$ cat src/rtl/led_pkg.sv
// Shared mode encoding and helpers for the LED pattern generator.
package led_pkg;

  localparam int MODE_W = 2;

  typedef enum logic [MODE_W-1:0] {
    OFF   = 2'd0,
    ON    = 2'd1,
    BLINK = 2'd2,
    PWM   = 2'd3
  } mode_t;

  // Static modes have no pattern to finish, so new config applies at once.
  function automatic logic is_static(mode_t m);
    return (m == OFF) || (m == ON);
  endfunction

endpackage

$ cat src/rtl/led_pattern_gen_if.sv
// Channel configuration write port for the LED pattern generator.
interface led_pattern_gen_if import led_pkg::*; #(
  parameter int CNT_W = 16
);

  logic              cfg_we;
  logic [3:0]        cfg_ch;
  logic [MODE_W-1:0] cfg_mode;
  logic [CNT_W-1:0]  cfg_period;
  logic [CNT_W-1:0]  cfg_duty;

  modport master (
    output cfg_we,
    output cfg_ch,
    output cfg_mode,
    output cfg_period,
    output cfg_duty
  );

  modport slave (
    input cfg_we,
    input cfg_ch,
    input cfg_mode,
    input cfg_period,
    input cfg_duty
  );

endinterface

$ cat src/rtl/led_channel.sv
// One LED channel: shadow/active config, tick counter, pattern decode.
module led_channel import led_pkg::*; #(
  parameter int    CNT_W      = 16,
  parameter mode_t DEF_MODE   = BLINK,
  parameter int    DEF_PERIOD = 500,
  parameter bit    ACTIVE_LOW = 1'b0
) (
  input  logic             clk,
  input  logic             reset,
  input  logic             tick,
  input  logic             we,
  input  mode_t            wr_mode,
  input  logic [CNT_W-1:0] wr_period,
  input  logic [CNT_W-1:0] wr_duty,
  output logic             led
);

  localparam logic [CNT_W-1:0] RST_PERIOD = CNT_W'(DEF_PERIOD);
  localparam logic [CNT_W-1:0] RST_DUTY   = CNT_W'(DEF_PERIOD / 2);

  mode_t            act_mode;
  mode_t            shd_mode;
  mode_t            nxt_mode;
  logic [CNT_W-1:0] act_period;
  logic [CNT_W-1:0] act_duty;
  logic [CNT_W-1:0] shd_period;
  logic [CNT_W-1:0] shd_duty;
  logic [CNT_W-1:0] nxt_period;
  logic [CNT_W-1:0] nxt_duty;
  logic [CNT_W-1:0] cnt;
  logic [CNT_W-1:0] eff_period;
  logic [CNT_W-1:0] half;
  logic             wrap;
  logic             commit;
  logic             on;

  always_comb begin
    eff_period = (act_period == '0) ? CNT_W'(1) : act_period;
    half       = eff_period >> 1;
    wrap       = tick && (cnt >= eff_period - CNT_W'(1));
    commit     = wrap || (we && is_static(act_mode));
    // A write in the commit cycle bypasses the shadow so it is never lost.
    nxt_mode   = we ? wr_mode   : shd_mode;
    nxt_period = we ? wr_period : shd_period;
    nxt_duty   = we ? wr_duty   : shd_duty;
  end

  always_comb begin
    on = 1'b0;
    unique case (1'b1)
      act_mode == OFF:   on = 1'b0;
      act_mode == ON:    on = 1'b1;
      act_mode == BLINK: on = cnt < half;
      default:           on = cnt < act_duty;
    endcase
  end

  always_ff @(posedge clk) begin
    if (reset) begin
      act_mode   <= DEF_MODE;
      act_period <= RST_PERIOD;
      act_duty   <= RST_DUTY;
      shd_mode   <= DEF_MODE;
      shd_period <= RST_PERIOD;
      shd_duty   <= RST_DUTY;
      cnt        <= '0;
      led        <= ACTIVE_LOW;
    end else begin
      if (we) begin
        shd_mode   <= wr_mode;
        shd_period <= wr_period;
        shd_duty   <= wr_duty;
      end
      if (commit) begin
        act_mode   <= nxt_mode;
        act_period <= nxt_period;
        act_duty   <= nxt_duty;
        cnt        <= '0;
      end else if (tick) begin
        cnt <= cnt + CNT_W'(1);
      end
      led <= on ^ ACTIVE_LOW;
    end
  end

endmodule

$ cat src/rtl/led_pattern_gen.sv
// Multi-channel LED pattern generator: tick prescaler plus N_CH channels.
module led_pattern_gen import led_pkg::*; #(
  parameter int    N_CH       = 2,
  parameter int    CLK_HZ     = 1000000,
  parameter int    TICK_HZ    = 1000,
  parameter int    CNT_W      = 16,
  parameter mode_t DEF_MODE   = BLINK,
  parameter int    DEF_PERIOD = 500,
  parameter bit    ACTIVE_LOW = 1'b0
) (
  input  logic                clk,
  input  logic                reset,
  led_pattern_gen_if.slave    cfg,
  output logic [N_CH-1:0]     o_LED,
  output logic                o_tick
);

  localparam int DIV = CLK_HZ / TICK_HZ;
  localparam int PW  = (DIV > 1) ? $clog2(DIV) : 1;

  if (DIV < 2 || (CLK_HZ % TICK_HZ) != 0) begin : g_bad_div
    $error("CLK_HZ/TICK_HZ must be an integer >= 2");
  end
  if (N_CH < 1 || N_CH > 16) begin : g_bad_nch
    $error("N_CH must be in 1..16");
  end

  logic [PW-1:0] presc;

  always_ff @(posedge clk) begin
    if (reset) begin
      presc <= '0;
    end else if (presc == PW'(DIV - 1)) begin
      presc <= '0;
    end else begin
      presc <= presc + PW'(1);
    end
  end

  assign o_tick = (presc == PW'(DIV - 1));

  for (genvar g = 0; g < N_CH; g++) begin : g_ch
    logic hit;

    // Channels beyond N_CH have no decode, so such writes fall away.
    assign hit = cfg.cfg_we && (cfg.cfg_ch == 4'(g));

    led_channel #(
      .CNT_W      (CNT_W),
      .DEF_MODE   (DEF_MODE),
      .DEF_PERIOD (DEF_PERIOD),
      .ACTIVE_LOW (ACTIVE_LOW)
    ) u_ch (
      .clk       (clk),
      .reset     (reset),
      .tick      (o_tick),
      .we        (hit),
      .wr_mode   (mode_t'(cfg.cfg_mode)),
      .wr_period (cfg.cfg_period),
      .wr_duty   (cfg.cfg_duty),
      .led       (o_LED[g])
    );
  end

endmodule

$ cat src/flat_wrapper.sv
// flat-port wrapper written by rule: the top's interface ports become plain ports
module led_pattern_gen_flat import led_pkg::*;
#(
  parameter int    N_CH       = 2,
  parameter int    CLK_HZ     = 1000000,
  parameter int    TICK_HZ    = 1000,
  parameter int    CNT_W      = 16,
  parameter mode_t DEF_MODE   = BLINK,
  parameter int    DEF_PERIOD = 500,
  parameter bit    ACTIVE_LOW = 1'b0
)
  (clk, reset, o_LED, o_tick, cfg_cfg_we, cfg_cfg_ch, cfg_cfg_mode, cfg_cfg_period, cfg_cfg_duty);
  led_pattern_gen_if #(.CNT_W(CNT_W)) cfg_i ();
  input  logic clk;
  input  logic reset;
  output logic [N_CH-1:0] o_LED;
  output logic o_tick;
  input wire logic [$bits(cfg_i.cfg_we)-1:0] cfg_cfg_we;
  input wire logic [$bits(cfg_i.cfg_ch)-1:0] cfg_cfg_ch;
  input wire logic [$bits(cfg_i.cfg_mode)-1:0] cfg_cfg_mode;
  input wire logic [$bits(cfg_i.cfg_period)-1:0] cfg_cfg_period;
  input wire logic [$bits(cfg_i.cfg_duty)-1:0] cfg_cfg_duty;
  assign cfg_i.cfg_we = cfg_cfg_we;
  assign cfg_i.cfg_ch = cfg_cfg_ch;
  assign cfg_i.cfg_mode = cfg_cfg_mode;
  assign cfg_i.cfg_period = cfg_cfg_period;
  assign cfg_i.cfg_duty = cfg_cfg_duty;
  led_pattern_gen #(.N_CH(N_CH), .CLK_HZ(CLK_HZ), .TICK_HZ(TICK_HZ), .CNT_W(CNT_W), .DEF_MODE(DEF_MODE), .DEF_PERIOD(DEF_PERIOD), .ACTIVE_LOW(ACTIVE_LOW)) u_core (.clk(clk), .reset(reset), .cfg(cfg_i), .o_LED(o_LED), .o_tick(o_tick));
endmodule
$ cat config.mk
export PLATFORM = sky130hd
export DESIGN_NAME = led_pattern_gen_flat
export DESIGN_NICKNAME = d
export VERILOG_FILES = /design/src/rtl/led_pkg.sv /design/src/rtl/led_pattern_gen_if.sv /design/src/rtl/led_channel.sv /design/src/rtl/led_pattern_gen.sv /design/src/flat_wrapper.sv
export SDC_FILE = /design/constraint.sdc
export NUM_CORES = 1
export LEC_CHECK = 0
export CELL_PAD_IN_SITES_DETAIL_PLACEMENT = 0
export CELL_PAD_IN_SITES_GLOBAL_PLACEMENT = 1
export CORE_MARGIN = 3
export CORE_UTILIZATION = 45
export DETAILED_ROUTE_END_ITERATION = 7
export GPL_TIMING_DRIVEN = 0
export PLACE_DENSITY_LB_ADDON = 0.1
export SYNTH_ARGS = -nofsm -noshare
export SYNTH_HDL_FRONTEND = slang
export SYNTH_SLANG_ARGS = --single-unit
$ cat constraint.sdc
create_clock -name clk -period 4.9 [get_ports clk]
set_input_delay 1.47 -clock clk [delete_from_list [all_inputs] [get_ports clk]]
set_output_delay 1.47 -clock clk [all_outputs]
set_load 0.01 [all_outputs]
==> summary.md, run 1 <==
| Metric | Value |
|---|---|
| Status | `completed` |
| Row count | `53` |
| Avg Cell Area, Syn | `8.87 um^2` |
| RSZ-0062 raised after global routing | `false` |
| WHS | `roughly 450 ps` |
| Die ar. | `23600 um^2` |
| Final Skew | `14.1 ps` |
| FFs w/ async S/R, synth | `0%` |
| TritonCTS clock tree | `yes` |
| Final hold vios | `0` |
| Critical path startpoint category | `flop` |
| Unique masters post-synth | `62` |
| R2R Setup Slk | `320 ps` |
| HP Class | `reg2reg` |
| Starting Density | `46.3%` |
| Layout cells sized above 1 | `8.27%` |
| DRT antenna net count | `0` |
| Met1 global-route usage | `31.4%` |
| Post-Synth XOR/XNOR Area | `around 5%` |
| Antenna diodes | `0` |
| Finished Core Util | `52.9%` |
| Post-synth EDFFs | `0` |
| Final setup fails | `0` |
| Clock share of power | `45.1%` |
| Placed cells | `1426` |
| Layer with the highest usage | `met2` |
| Hold wc startpoint | `u_core.g_ch[1].u_ch.shd_mode[1]` |
| Final instance area | `11200 um^2` |
| H-tree Lvls | `4` |
| Combinational Power Share | `6.9%` |
| CTS Buf Count | `17` |
| Reg clk slew, reported paths | `70 ps` |
| Mapped cell area | `between 9000 and 10000 um^2` |
| Post-DP HPWL | `20.6 mm` |
| WS Path Type | `reg2reg` |
| P_int | `2.33 mW` |
| Global Route Usage Sum | `between 20 and 25%` |
| Max clock buf depth | `2` |
| Synth Area in Adders | `~12%` |
| Clk sinks | `180` |
| Slew Limit Fails | `0` |
| DP Worst Slack | `286 ps` |
| DRC | `0` |
| Post-route insts no fill | `1460` |
| NetSw | `0.837 mW` |
| Core Area | `21200 um^2` |
| Insertion delay to the later sink of the worst-skew pair | `440 ps` |
| Mux cell area share after synthesis | `7.46%` |
| Initial antenna violation count | `0` |
| Area of the multi-input gates | `5680 um^2` |
| Post-layout min period | `4580 ps` |
| Ys flop type | `dfxtp_1` |
| DR iter-0 viols | `320` |
| Power per cell area | `approximately 280 nW/um^2` |
| Dpl cell area | `10600 um^2` |
| Most common cell after layout, fill and taps aside | `dfxtp_1` |
| GRT met3 Usage | `around 2.9%` |
| Die X | `154 um` |
| Worst Setup SP | `u_core.g_ch[0].u_ch.act_period[9]` |
| Post-Syn Instances | `1108` |
| P_leak | `4.80 nW` |
| YS warnings | `0` |
| Clk root buf | `clkbuf_16` |
| Largest family of logic cells by synthesized area | `simple AND/OR/NAND/NOR gates` |
| Layout Nets | `1308` |
| Max Fclk | `approximately 220 MHz` |
| Register area share after synthesis | `36.7%` |
| Synth Register Bits | `180` |
| WHS Path Cells | `2` |
| Switching Share | `26.5%` |
| Die height | `between 150 and 200 um` |
| Largest net degree at the start of global routing | `20` |
| Storage element area | `around 3600 um^2` |
| Setup_tns | `0 ps` |
| Wire length per cell | `roughly 18 um` |
| CP arrival | `slightly below 5000 ps` |
| Crit end category | `flop` |
| Port buffer count | `43` |
| Crit path max fanout | `10` |
| First-pass GRT wire length | `between 40 and 50 mm` |
| Relative slew slack | `between 40% and 50%` |
| Worst Setup EP | `u_core.g_ch[0].u_ch.act_period[8]` |
| Compound-Gate Fraction of Synth Area | `13.4%` |
| Post-synthesis simple-gate area fraction | `19.8%` |
| Reg2reg start | `u_core.g_ch[0].u_ch.act_period[9]` |
| Tcrit/Tclk final | `93.4%` |
| Grt ovf | `0` |
| # Max-Cap Violations | `0` |
| I/O pin total | `44` |
| Vias | `8033` |
| Synthesis-to-finish area growth | `14.3%` |
| Total power | `3.16 mW` |
| Commonest non-fill, non-tap cells in the layout | `180 x dfxtp_1, 104 x nor2_1, 95 x nand2_1, 95 x ha_1, 70 x inv_1` |
| Peak supply drop | `188 uV` |
| Met2 Use GR | `38.1%` |
| Vias in the first global route | `a little under 8000` |
| Worst slew pin tran | `865 ps` |
| Sequential share of power | `between 40 and 50%` |
| DR vias/cell | `5.50` |
| Crit path required time | `between 5000 and 6000 ps` |
| PnR worst setup slack | `322 ps` |
| Worst r2r path cells | `17` |
| Syn nets | `1244` |
| Detailed Route WL | `around 27 mm` |
| R2r endpoint | `u_core.g_ch[0].u_ch.act_period[8]` |
| Initial DRT Pass Iterations | `5` |
| Placer Congestion | `0.890` |
| # fillers | `2063` |
==> layer usage <==
metal | part of all wire, % | vias to the layer above
met5 | 0 | -
met4 | 1.8 | 0
met3 | 2.8 | 28
met2 | 48 | 126
met1 | 48 | 3815
li1 | - | 4064
==> registers in the layout, indices dropped and copies added, names as in the netlist <==
signal and cells:
u_core.g_ch.u_ch.act_duty 32, u_core.g_ch.u_ch.act_period 32, u_core.g_ch.u_ch.cnt 32, u_core.g_ch.u_ch.shd_duty 32, u_core.g_ch.u_ch.shd_period 32, u_core.presc 10, u_core.g_ch.u_ch.act_mode 4, u_core.g_ch.u_ch.shd_mode 4
u_core.g_ch.u_ch.led 2
==> cells by family (layout without fill, tap and decap cells) <==
kind of cell	after synthesis	after routing
XOR/XNOR	56	56
multiplexers	69	69
flip-flops	180	180
buffers and inverters	132	209
AND/OR/NAND/NOR	387	387
adder cells (fa/ha/maj)	95	95
AO/OA/AOI/OAI	189	189
==> synthesized netlist by cell type, types with 3 or more instances <==
cell type	number	area (um^2)
and3_1	8	50.1
a41oi_1	3	26.3
buf_2	23	115
a21o_1	13	97.6
nand2_1	95	357
nor4_1	18	113
a311oi_1	12	105
a2111oi_0	3	26.3
nor3_1	35	175
a211oi_1	51	383
mux2_2	12	135
a21oi_1	42	210
clkbuf_1	34	128
xor2_1	20	175
nand3b_1	14	105
ha_1	95	1190
nand4b_1	3	26.3
xnor2_1	36	315
nor2_1	104	390
nand4_1	22	138
nor3_2	3	30.0
or3_1	5	31.3
mux2_1	22	248
mux2i_1	35	350
or2_2	12	75.1
o21ai_0	21	105
o21a_1	4	30.0
a22o_1	13	114
nand3_1	26	130
buf_4	3	22.5
nand2b_1	22	138
dfxtp_1	180	3600
nor2b_1	4	25.0
inv_1	70	263
o211ai_1	6	45.0
==> worst min path at each step <==
stage,endpoint,slack [ps]
finish,u_core.g_ch[1].u_ch.shd_mode[1],450
CTS,u_core.g_ch[1].u_ch.shd_mode[1],450
detailed placement,u_core.g_ch[1].u_ch.shd_mode[1],440
floorplan,u_core.g_ch[1].u_ch.shd_mode[1],420
global placement,u_core.g_ch[1].u_ch.shd_mode[1],440
global route,u_core.g_ch[1].u_ch.shd_mode[1],480
==> critical path, stage by stage, from the launching register on <==
cell and delay [ps]:
dfxtp_1 340, or4_4 550, or3_1 360, nor3b_2 310, and2b_1 190, nor2_1 60
ha_1 250, nand3_1 150, nor2_1 70, xnor2_1 210, ha_1 280, o21ai_0 150
o21ai_0 90, o2111ai_1 120, o211ai_1 260, a21oi_2 360, buf_2 330, mux2_1 360
==> power by group through the flow <==
| stage | Sequential, mW | Clock (mW) | Combinational [mW] |
|---|---|---|---|
| 5_1_grt | 1.52 | 1.51 | 0.247 |
| 3_3_place_gp | 1.55 | 0 | 0.218 |
| 2_1_floorplan | 1.54 | 0 | 0.133 |
| 6_report | 1.52 | 1.43 | 0.219 |
| 4_1_cts | 1.52 | 1.45 | 0.221 |
| 3_5_place_dp | 1.55 | 0 | 0.221 |
==> layout make-up <==
class	instances	share of cell area [%]
inverters	71	2.39
clock buffers	17	3.79
flip-flops and latches	180	32.1
well taps	275	3.07
plain buffers	61	2.51
multi-input cells	796	50.6
repair buffers	45	3.97
clock inverters	15	1.62
==> repair_timing <==
item	4_1_cts	5_1_grt
buffers inserted	0	2
hold buffers	0	0
setup endpoints to repair	0	26
resized for setup	0	2
Note: power is estimated with default switching activity, not from simulation.
==> run 2: changes to the inputs <==
- SKIP_CTS_REPAIR_TIMING: not set -> 1
==> results of run 2 <==
No change in the layout: final DEF, timing and power equal those of run 1.
